`src/rtl/riscv_ctrl_pkg.sv`:
```
// riscv_ctrl_pkg: shared state encoding, opcodes, ALUOp and ImmSrc codes for the multicycle controller.
package riscv_ctrl_pkg;
  typedef enum logic [3:0] {
    S_FETCH, S_DECODE, S_MEMADR, S_MEMREAD, S_MEMWRITE, S_MEMWB, S_EXECR, S_EXECI,
    S_ALUWB, S_JAL, S_BRANCH, S_JALR, S_JALRWB, S_UTYPE, S_ERROR
  } state_t;
  localparam logic [6:0] OP_LOAD   = 7'b0000011;
  localparam logic [6:0] OP_STORE  = 7'b0100011;
  localparam logic [6:0] OP_RTYPE  = 7'b0110011;
  localparam logic [6:0] OP_ITYPE  = 7'b0010011;
  localparam logic [6:0] OP_JAL    = 7'b1101111;
  localparam logic [6:0] OP_BRANCH = 7'b1100011;
  localparam logic [6:0] OP_JALR   = 7'b1100111;
  localparam logic [6:0] OP_AUIPC  = 7'b0010111;
  localparam logic [6:0] OP_LUI    = 7'b0110111;
  localparam logic [1:0] ALUOP_ADD   = 2'b00;
  localparam logic [1:0] ALUOP_SUB   = 2'b01;
  localparam logic [1:0] ALUOP_FUNCT = 2'b10;
  localparam logic [1:0] ALUOP_UPPER = 2'b11;
  localparam logic [2:0] IMM_I = 3'b000;
  localparam logic [2:0] IMM_S = 3'b001;
  localparam logic [2:0] IMM_B = 3'b010;
  localparam logic [2:0] IMM_U = 3'b011;
  localparam logic [2:0] IMM_J = 3'b100;
endpackage

```
`src/rtl/ALU_Decoder.sv`:
```
// ALU_Decoder: maps ALUOp, funct3, funct7b5 and opcode to the 4-bit ALU operation code.
module ALU_Decoder
  import riscv_ctrl_pkg::*;
(
  input  logic [1:0] alu_op,
  input  logic [6:0] op,
  input  logic [2:0] funct3,
  input  logic       funct7b5,
  output logic [3:0] alu_control
);
  always_comb begin
    alu_control = 4'b0000;
    case (alu_op)
      ALUOP_SUB: alu_control = 4'b0001;
      ALUOP_FUNCT:
        case (funct3)
          3'b000: alu_control = (funct7b5 && op[5]) ? 4'b0001 : 4'b0000;
          3'b001: alu_control = 4'b1010;
          3'b010: alu_control = 4'b0101;
          3'b011: alu_control = 4'b0110;
          3'b100: alu_control = 4'b0100;
          3'b101: alu_control = funct7b5 ? 4'b1011 : 4'b1100;
          3'b110: alu_control = 4'b0011;
          3'b111: alu_control = 4'b0010;
        endcase
      ALUOP_UPPER: alu_control = (op == OP_AUIPC) ? 4'b1000 : (op == OP_LUI) ? 4'b1001 : 4'b0000;
      default: alu_control = 4'b0000;
    endcase
  end
endmodule

```
`src/rtl/multicycle_controller.sv`:
```
// multicycle_controller: Moore FSM sequencing a multicycle RISC-V datapath with memory handshake.
module multicycle_controller
  import riscv_ctrl_pkg::*;
#(
  parameter state_t RESET_STATE = S_FETCH
) (
  input  logic        clk,
  input  logic        rst_n,
  input  logic [6:0]  op,
  input  logic [2:0]  funct3,
  input  logic        funct7b5,
  input  logic        zero,
  input  logic        mem_ready,
  output logic        PCWrite,
  output logic        IRWrite,
  output logic        MemWrite,
  output logic        RegWrite,
  output logic        AdrSrc,
  output logic [1:0]  ResultSrc,
  output logic [1:0]  ALUSrcA,
  output logic [1:0]  ALUSrcB,
  output logic [2:0]  ImmSrc,
  output logic [3:0]  ALUControl,
  output logic        illegal,
  output logic [31:0] instret
);
  state_t      state_q, state_d;
  logic [31:0] instret_q, instret_d;
  logic [1:0]  alu_op;
  logic        pc_update, branch_taken, reg_write, ill;
  always_ff @(posedge clk or negedge rst_n) begin
    if (!rst_n) begin
      state_q   <= RESET_STATE;
      instret_q <= '0;
    end else begin
      state_q   <= state_d;
      instret_q <= instret_d;
    end
  end
  always_comb begin
    state_d = state_q;
    case (state_q)
      S_FETCH:    state_d = mem_ready ? S_DECODE : S_FETCH;
      S_DECODE:
        case (op)
          OP_LOAD, OP_STORE: state_d = S_MEMADR;
          OP_RTYPE:          state_d = S_EXECR;
          OP_ITYPE:          state_d = S_EXECI;
          OP_JAL:            state_d = S_JAL;
          OP_BRANCH:         state_d = S_BRANCH;
          OP_JALR:           state_d = S_JALR;
          OP_AUIPC, OP_LUI:  state_d = S_UTYPE;
          default:           state_d = S_ERROR;
        endcase
      S_MEMADR:   state_d = (op == OP_LOAD) ? S_MEMREAD : S_MEMWRITE;
      S_MEMREAD:  state_d = mem_ready ? S_MEMWB : S_MEMREAD;
      S_MEMWRITE: state_d = mem_ready ? S_FETCH : S_MEMWRITE;
      S_EXECR, S_EXECI, S_JAL, S_UTYPE: state_d = S_ALUWB;
      S_JALR:     state_d = S_JALRWB;
      default:    state_d = S_FETCH;
    endcase
  end
  // Error recovery returns to fetch without retiring anything.
  assign instret_d = instret_q + ((state_d == S_FETCH && state_q != S_FETCH && state_q != S_ERROR) ? 32'd1 : 32'd0);
  always_comb begin
    ALUSrcA   = 2'b00;
    ALUSrcB   = 2'b00;
    alu_op    = ALUOP_ADD;
    ResultSrc = 2'b00;
    AdrSrc    = 1'b0;
    reg_write = 1'b0;
    pc_update = 1'b0;
    ill       = 1'b0;
    case (state_q)
      S_FETCH:    begin ALUSrcB = 2'b10; ResultSrc = 2'b10; pc_update = mem_ready; end
      S_DECODE:   begin ALUSrcA = 2'b01; ALUSrcB = 2'b01; end
      S_MEMADR:   begin ALUSrcA = 2'b10; ALUSrcB = 2'b01; end
      S_MEMREAD, S_MEMWRITE: AdrSrc = 1'b1;
      S_MEMWB:    begin ResultSrc = 2'b01; reg_write = 1'b1; end
      S_EXECR:    begin ALUSrcA = 2'b10; alu_op = ALUOP_FUNCT; end
      S_EXECI:    begin ALUSrcA = 2'b10; ALUSrcB = 2'b01; alu_op = ALUOP_FUNCT; end
      S_ALUWB:    reg_write = 1'b1;
      S_JAL:      begin ALUSrcA = 2'b01; ALUSrcB = 2'b10; pc_update = 1'b1; end
      S_BRANCH:   begin ALUSrcA = 2'b10; alu_op = ALUOP_SUB; end
      S_JALR:     begin ALUSrcA = 2'b10; ALUSrcB = 2'b01; ResultSrc = 2'b10; pc_update = 1'b1; end
      S_JALRWB:   begin ALUSrcA = 2'b01; ALUSrcB = 2'b10; ResultSrc = 2'b10; reg_write = 1'b1; end
      S_UTYPE:    begin ALUSrcA = 2'b01; ALUSrcB = 2'b01; alu_op = ALUOP_UPPER; end
      S_ERROR:    ill = 1'b1;
      default:    ;
    endcase
  end
  assign branch_taken = (state_q == S_BRANCH) && ((funct3 == 3'b000) ? zero : (funct3 == 3'b001) ? ~zero : 1'b0);
  // Enables are masked by rst_n so an access cut short by reset cannot commit.
  assign PCWrite  = rst_n & (pc_update | branch_taken);
  assign IRWrite  = rst_n & (state_q == S_FETCH) & mem_ready;
  assign MemWrite = rst_n & (state_q == S_MEMWRITE) & mem_ready;
  assign RegWrite = rst_n & reg_write;
  assign illegal  = rst_n & ill;
  assign instret  = instret_q;
  assign ImmSrc = (op == OP_STORE) ? IMM_S : (op == OP_BRANCH) ? IMM_B :
                  (op == OP_AUIPC || op == OP_LUI) ? IMM_U : (op == OP_JAL) ? IMM_J : IMM_I;
  ALU_Decoder u_alu_decoder (
    .alu_op      (alu_op),
    .op          (op),
    .funct3      (funct3),
    .funct7b5    (funct7b5),
    .alu_control (ALUControl)
  );
endmodule

```
`config.mk`:
```
export PLATFORM = sky130hd
export DESIGN_NAME = multicycle_controller
export DESIGN_NICKNAME = d
export VERILOG_FILES = /design/src/rtl/riscv_ctrl_pkg.sv /design/src/rtl/ALU_Decoder.sv /design/src/rtl/multicycle_controller.sv
export SDC_FILE = /design/constraint.sdc
export NUM_CORES = 1
export LEC_CHECK = 0
export ABC_AREA = 1
export BUFFER_PORTS_ARGS = -buffer_cell sky130_fd_sc_hd__buf_2
export CAP_MARGIN = 20
export CORE_MARGIN = 10
export CORE_UTILIZATION = 57
export CTS_CLUSTER_DIAMETER = 40
export DETAILED_ROUTE_END_ITERATION = 16
export PLACE_DENSITY_LB_ADDON = 0.08
export SLEW_MARGIN = 5
export SYNTH_ARGS = -nofsm -noshare
export SYNTH_HDL_FRONTEND = slang
export SYNTH_HIERARCHICAL = 1
export SYNTH_SLANG_ARGS = --single-unit
```
`constraint.sdc`:
```
create_clock -name clk -period 6.19 [get_ports clk]
set_input_delay 1.5475 -clock clk [delete_from_list [all_inputs] [get_ports clk]]
set_output_delay 1.5475 -clock clk [all_outputs]
set_load 0.01 [all_outputs]
```
# == Word-level counts from Yosys, hierarchy flattened ==
# Index checks and enable logic that the tools add are counted.
# totals
inputBits,15
word_cells,94
output_inout_bits,51
reg_bits,36
# classes
add_sub_neg,1
muxes,27
bitwise_logic,9
n_eq_ne,34
n_reduce_logical,21
# op_table
cell,n
one-hot mux 4 bit (7 select lines),2
adder 32 x 1 -> 32 bit,1
one-hot mux 4 bit (8 select lines),1
"equality test 4 bit, second input constant",7
two-way mux 3 bit,8
"equality test 7 x 6 -> 1 bit, second input constant",3
"equality test 7 bit, second input constant",3
"equality test 4 x 3 -> 1 bit, second input constant",4
"equality test 7 x 5 -> 1 bit, second input constant",2
"equality test 3 bit, second input constant",4
one-hot mux 2 bit (2 select lines),3
one-hot mux 4 bit (3 select lines),1
OR reduction 2 bit,5
OR reduction 5 bit,2
OR reduction 3 bit,3
"equality test 4 x 2 -> 1 bit, second input constant",2
logical NOT 4 bit,2
two-way mux 1 bit,8
two-way mux 4 bit,2
OR reduction 4 bit,2
bitwise AND 1 bit,7
"equality test 7 x 2 -> 1 bit, second input constant",1
"equality test 3 x 2 -> 1 bit, second input constant",2
one-hot mux 2 bit (3 select lines),1
12 further kinds,16

# == Longest topological paths before layout ==
# Gate-level depths: netlist of run 1.
# logic_depth
ltp_word,9
mapped_depth,19
depth_no_buf,19

# == By module ==
# The synthesis of run 1 kept the hierarchy.
# by_module_without_submodules
module,cells_per_inst,area_each_um2,n_inst,seq_area_each_um2
multicycle_controller,310,2284.7,1,900.9
ALU_Decoder,34,148.9,1,0.0

# == Worst setup path after synthesis of run 1 ==
# OpenSTA, ideal clock, no wires.
# synth_timing
path_kind,input to output
start,in op[3]
end,out ImmSrc[0]
path_slack_ns,2.435
path_buffers,0
arrival_ns,2.207
required_ns,4.642
stages,5
path_cell_list,inv_1 > nand2_1 > nor2_2 > nand2_1 > o21ai_0
# synth_via
elab_chain_len,5
elab_cells_between_ends,8
cone_classes,eq/ne: 4; mux: 3; reduce/logical: 1
# synth_lines
item,line_no,text
start: declaration,multicycle_controller.sv:9,"input logic [6:0] op,"
equality test 7 x 5 -> 1 bit / equality test 7 x 6 -> 1 bit (equally long branches),multicycle_controller.sv:101,(op == OP_AUIPC || op == OP_LUI) ? IMM_U : (op == OP_JAL) ? IMM_J : IMM_I;
logical OR 1 bit,multicycle_controller.sv:101,
two-way mux 3 bit,multicycle_controller.sv:101,
two-way mux 3 bit,multicycle_controller.sv:100,assign ImmSrc = (op == OP_STORE) ? IMM_S : (op == OP_BRANCH) ? IMM_B :
two-way mux 3 bit (*),multicycle_controller.sv:100,
end: declaration,multicycle_controller.sv:22,"output logic [2:0] ImmSrc,"
# Every way passes the cells marked *; elsewhere a longest branch is shown, timed or not.

# == Worst setup path in the final report of run 1 ==
# layout_timing
start,in rst_n
end,out illegal
# layout_via
elab_chain_len,1
# layout_lines
item,line_no,text
start: declaration,multicycle_controller.sv:8,"input logic rst_n,"
bitwise AND 1 bit,multicycle_controller.sv:98,assign illegal = rst_n & ill;
end: declaration,multicycle_controller.sv:24,"output logic illegal,"
# Every way passes these cells.

==> results.tsv, run 1 <==
metric	value	unit
outcome	complete, no violations	
worst path bufs/invs	3	
CTS tree	done	
Synth-to-Final Area Change	19.7	%
CP max-delay cell	buf_2	
worst slack at placement	1.79	ns
Hold WC Path Type	flip-flop to flip-flop	
Synth Register Bits	36	
Synth Flop Type	dfrtp_1	
Levels on crit path	4	
Slew Limit Fails	0	
first-pass GRT wire length	10.7	mm
post-route minimum period	4.34	ns
CP Class	input port to output port	
Synth top area share	37.0	%
final WL	6.38	mm
Clk pin slew, worst setup/hold paths	0.07	ns
Core Region	0.00406	mm2
ordered cell list for the critical path	buf_2, inv_1, nor3_1, buf_2	
fill count	340	
post-CTS setup buffers	0	
VDD IR max	0.204	mV
Detailed Route Iter0 Violations	199	
Post-Route Utilization	71.8	%
Cell Pwr Density	268	mW/mm2
gr ovfl total	0	
Hold Fails Final Rpt	0	
PostCTS Resize Cnt	0	
final net count	433	
area leader, netlist	dfrtp_1	
RSZ-0062 raised after global routing	false	
count of different cell masters after synthesis	24	
EDFF count, synth	0	
Critical path origin	rst_n	
routed len/inst	13.7	um
routability cong.	0.911	
IO Port Bufs	65	
DP HPWL	5.22	mm
vias per inst	5.19	
Net Count, Synth	361	
Mapped Cells	344	
initial core utilization	60.0	%
# rows	23	
Required @ worst endpoint	4.64	ns
Critical Path Source Type	input port	
FF-to-FF End	instret[24]$_DFF_PN0_	
CP most frequent cell	buf_2	
H-tree depth	2	
vias in the first global route	2312	
register area share after synthesis	37.0	%
antenna violations before repair	0	
Rel. slew slack	46.8	%
Die ar.	0.00728	mm2
Setup Viol. Count Final	0	
Worst-Skew Late Latency	0.29	ns
ANT cells	0	
Post-synth ARST share	100	%
Clock Skews	0.00580	ns
largest net degree at the start of global routing	38	
Synthesis Warnings	6	
Max Fclk	230	MHz
mean area per synthesized cell	7.07	um2
number of hold buffers added after cts	0	
CP Data Arrival Time	2.79	ns
DR vias	2422	
maximum clock insertion buffer count	2	
Final ANT Viol Nets	0	
Tcrit/Tclk final	70.1	%
DRC violations left	0	
CP Max Fanout	37	
TritonCTS Buffers	5	
CTS root buffer	clkbuf_8	
family with the most delay on the worst path	buffers and inverters	
FF-to-FF path depth	18	
io pins	66	
fin worst setup slack	1.85	ns
Post-Syn Area	0.00243	mm2
largest stage delay on the critical path	0.61	ns
Synth area leaders	dfrtp_1, nand2_1, nor2_1	
share of cells above drive strength 1	25.2	%
CP Capture Point	illegal	
die height	85.3	um
static leakage	0.00162	uW
Max Cap Viol	0	
Placement Cell Area	0.00282	mm2
setup_tns	0	ns
Clock Sinks	36	
RR Startpoint	state_q[3]$_DFF_PN0_	
GRT Total Usage	17.6	%
DR pass1 iterations	5	
R2R setup slack	3.37	ns
post-route cell area	0.00291	mm2
Worst-Margin Slew	0.798	ns
Die Width	85.3	um
CP endpoint kind	output port	
==> layout make-up <==
| type | instances | area, um2 | area share [%] |
|---|---|---|---|
| clock buffer | 6 | 82.6 | 2.83 |
| clock inverter | 2 | 10.0 | 0.343 |
| inverter | 48 | 180 | 6.18 |
| multi-input combinational | 260 | 1350 | 46.4 |
| sequential | 36 | 901 | 30.9 |
| tap | 50 | 62.6 | 2.15 |
| timing repair buffer | 65 | 325 | 11.2 |
==> worst min-delay path by stage <==
stage	from	slack, ns	to	cells after the start
final	instret[31]$_DFF_PN0_	0.49	instret[31]$_DFF_PN0_	2
after global placement	instret[31]$_DFF_PN0_	0.47	instret[31]$_DFF_PN0_	2
after global routing	instret[0]$_DFF_PN0_	0.52	instret[0]$_DFF_PN0_	1
after floorplan	instret[31]$_DFF_PN0_	0.51	instret[31]$_DFF_PN0_	2
after detailed placement	instret[31]$_DFF_PN0_	0.48	instret[31]$_DFF_PN0_	2
after CTS	instret[31]$_DFF_PN0_	0.50	instret[31]$_DFF_PN0_	2
==> metal layers <==
metal / up-vias / GRT usage [%] / wire (um)
met5: - / 0 / 0
met4: 0 / 4.64 / 57
met3: 6 / 6.02 / 534
met2: 95 / 26.0 / 2820
met1: 1103 / 23.8 / 2970
li1: 1218 / - / -
==> state kept, by name, summed over array words and instances (netlist names) <==
name / flops
state_q: 4
instret: 32
==> Yosys cell counts, types with 2 or more instances <==
master,instances
a21oi_1,6
dfrtp_1,36
ha_1,2
inv_1,43
inv_2,5
nand2_1,98
nand2_2,7
nand3_1,20
nand3_2,2
nand4_1,6
nor2_1,50
nor2_2,6
nor3_1,13
nor3_2,10
nor3b_1,2
o21ai_0,3
xnor2_1,8
xor2_1,21
==> where the power goes <==
group          internal (uW)  leakage (uW)  switching (uW)
Clock                   88.7     0.0000510            81.0
Combinational            109       0.00110             202
Sequential               266      0.000474            34.2
Total                    464       0.00162             317
==> cell families (layout without fill, tap and decap cells) <==
kind of cell,after synthesis,count (layout),share of synthesized area [%]
AOI/OAI and AO/OA,11,11,2.36
xor gates and xnor gates,29,29,10.4
adders and majority gates,2,2,1.03
buffers and inverters,48,121,7.40
DFF,36,36,37.0
and+or+nand+nor,218,218,41.7
==> stage by stage <==
stage / instances / total power [uW] / hold WS (ns)
finish: 467 / 781 / 0.492
global placement: 459 / 607 / 0.470
CTS: 467 / 786 / 0.500
floorplan: 344 / 504 / 0.514
detailed placement: 459 / 617 / 0.484
global route: 467 / 837 / 0.523
==> cell usage in the layout (no fill, tap or decap) <==
master,count
nand3_1,20
o21ai_1,1
buf_2,65
clkinv_2,2
clkbuf_8,6
xnor2_1,8
nand2_2,7
or2_1,1
a21oi_1,6
ha_1,2
xor2_1,21
inv_1,43
o211ai_1,1
nor2_4,1
dfrtp_1,36
nand4_1,6
nor3b_1,2
nand3b_1,1
nor3_4,1
nor3_1,13
nor2_1,50
o21ai_0,3
inv_2,5
nor3_2,10
nand3_2,2
nand2_1,98
nor2_2,6
==> worst reg2reg max path: stages, from the launching register on <==
cell and delay [ns]:
dfrtp_1 0.40, inv_1 0.10, nand2_2 0.08, inv_1 0.06, nand2_1 0.09, nand2_2 0.10
nor2_2 0.12, nand3_1 0.07, nor2_1 0.10, nand2_1 0.06, nor2_1 0.13, ha_1 0.23
ha_1 0.27, nand3_2 0.17, nor2_4 0.15, inv_1 0.09, nor2_1 0.21, nand2_1 0.13
xor2_1 0.15
(Power assumes the default switching activity.)
==> run 2: changes to the inputs <==
CORE_UTILIZATION = 53   (was 57)
clock period = 4.1 ns   (was 6.19 ns; I/O delays follow)
==> results.tsv, run 2 (synthesis gave the netlist of run 1 again) <==
metric	value	unit
outcome	complete, no violations	
Setup Viol. Count Final	0	
post-route minimum period	3.16	ns
register area	901	um2
Die Width	87.8	um
io pins	66	
Placement Cell Area	0.00283	mm2
DR pass1 iterations	5	
first-pass GRT wire length	10.7	mm
final hold slack	0.487	ns
setup_tns	0	ns
CP Class	input port to flip-flop	
Cell Pwr Density	405	mW/mm2
routed len/inst	13.7	um
IO Port Bufs	65	
# rows	24	
Worst-Margin Slew	0.450	ns
Critical Path Source Type	input port	
H-tree depth	2	
number of hold buffers added after cts	0	
CP most frequent cell	nand2_1	
largest net degree at the start of global routing	37	
largest stage delay on the critical path	0.27	ns
CTS tree	done	
share of cells above drive strength 1	25.4	%
most frequent cells in the layout	nand2_1, buf_2, nor2_1	
VDD IR max	0.328	mV
TritonCTS Buffers	5	
max reg flops	32	
Clock Sinks	36	
DR vias	2355	
Design Power	1180	uW
die height	87.8	um
final net count	434	
initial core utilization	55.1	%
Critical path origin	op[3]	
DP HPWL	5.38	mm
Rel. slew slack	70.0	%
static leakage	0.00163	uW
post-route cell area	0.00292	mm2
CP endpoint kind	flip-flop	
Clk pin slew, worst setup/hold paths	0.07	ns
RR Startpoint	state_q[3]$_DFF_PN0_	
vias in the first global route	2197	
Worst-Skew Late Latency	0.29	ns
Clock Skews	0.00753	ns
CP Max Fanout	5	
CP max-delay cell	ha_1	
ordered cell list for the critical path	buf_2, inv_1, nand2_1, nor2_2, nand2_1, nand2_1, nand3_1, nor2_1, nand2_1, nor2_1, ha_1, ha_1, nand3_2, nor2_4, inv_1, nor2_1, nand2_1, xor2_1	
Required @ worst endpoint	4.28	ns
Tcrit/Tclk final	77.1	%
antenna violations before repair	0	
fill count	424	
DRC violations left	0	
Die ar.	0.00770	mm2
PostCTS Resize Cnt	0	
Hold Fails Final Rpt	0	
GRT Total Usage	17.1	%
HP Start	instret[31]$_DFF_PN0_	
gr ovfl total	0	
Hold WC Path Type	flip-flop to flip-flop	
Detailed Route Iter0 Violations	117	
Synth-to-Final Area Change	20.2	%
CTS root buffer	clkbuf_8	
Max Fclk	317	MHz
CP Data Arrival Time	3.34	ns
Core Region	0.00441	mm2
final WL	6.46	mm
ANT cells	0	
maximum clock insertion buffer count	2	
Slew Limit Fails	0	
Multi-input gate area	0.00135	mm2
Max Cap Viol	0	
vias per inst	5.01	
Final ANT Viol Nets	0	
RSZ-0062 raised after global routing	false	
routability cong.	0.927	
post-CTS setup buffers	0	
commonest non-fill, non-tap cell in the layout	nand2_1	
run 2: changes by cell type in the layout (fill, tap and decap cells not counted), sizes merged:
cell / change
buf: +1
run 2: layer usage:
layer  up-vias  share of wire [%]  track usage (%)
li1       1223                  -                -
met1      1054                 50             25.6
met2        70                 42             23.6
met3         8                6.8             4.09
met4         0               0.65             4.78
met5         -                  0                0
run 2: final timing paths:
path / endpoint / slack [ns] / cells past startpoint
worst max-delay path: instret[24]$_DFF_PN0_ / 0.94 / 18
worst min-delay path: instret[31]$_DFF_PN0_ / 0.49 / 2
worst max register to register: instret[24]$_DFF_PN0_ / 1.39 / 18
worst min register to register: instret[31]$_DFF_PN0_ / 0.49 / 2
max in group asynchronous: instret[12]$_DFF_PN0_ / 3.01 / 2
min in group asynchronous: instret[21]$_DFF_PN0_ / 0.77 / 2
run 2: layout make-up:
type	instances	area share, %
multi-input combinational	260	46.3
sequential	36	30.8
timing repair buffer	66	11.4
inverter	48	6.16
clock buffer	6	2.82
tap	52	2.23
clock inverter	2	0.342
run 2: worst max-delay path: cells and delay by family:
kind	cells	cell delay (ns)
buf+inv	3	0.30
simple gates	12	1.38
fa+ha+maj	2	0.49
xor+xnor	1	0.14
run 2: report_power, final:
| group | switching (uW) | internal, uW |
|---|---|---|
| clock | 128 | 134 |
| sequential | 52.9 | 402 |
| combinational | 302 | 165 |
| total | 483 | 701 |
run 2: stage by stage:
step,setup slack (ns),cells,util [%]
2_1_floorplan,1.10,344,-
3_3_place_gp,0.797,462,64.1
3_5_place_dp,0.635,462,64.1
4_1_cts,0.945,470,66.2
5_1_grt,0.641,470,66.2
6_report,0.940,470,66.2
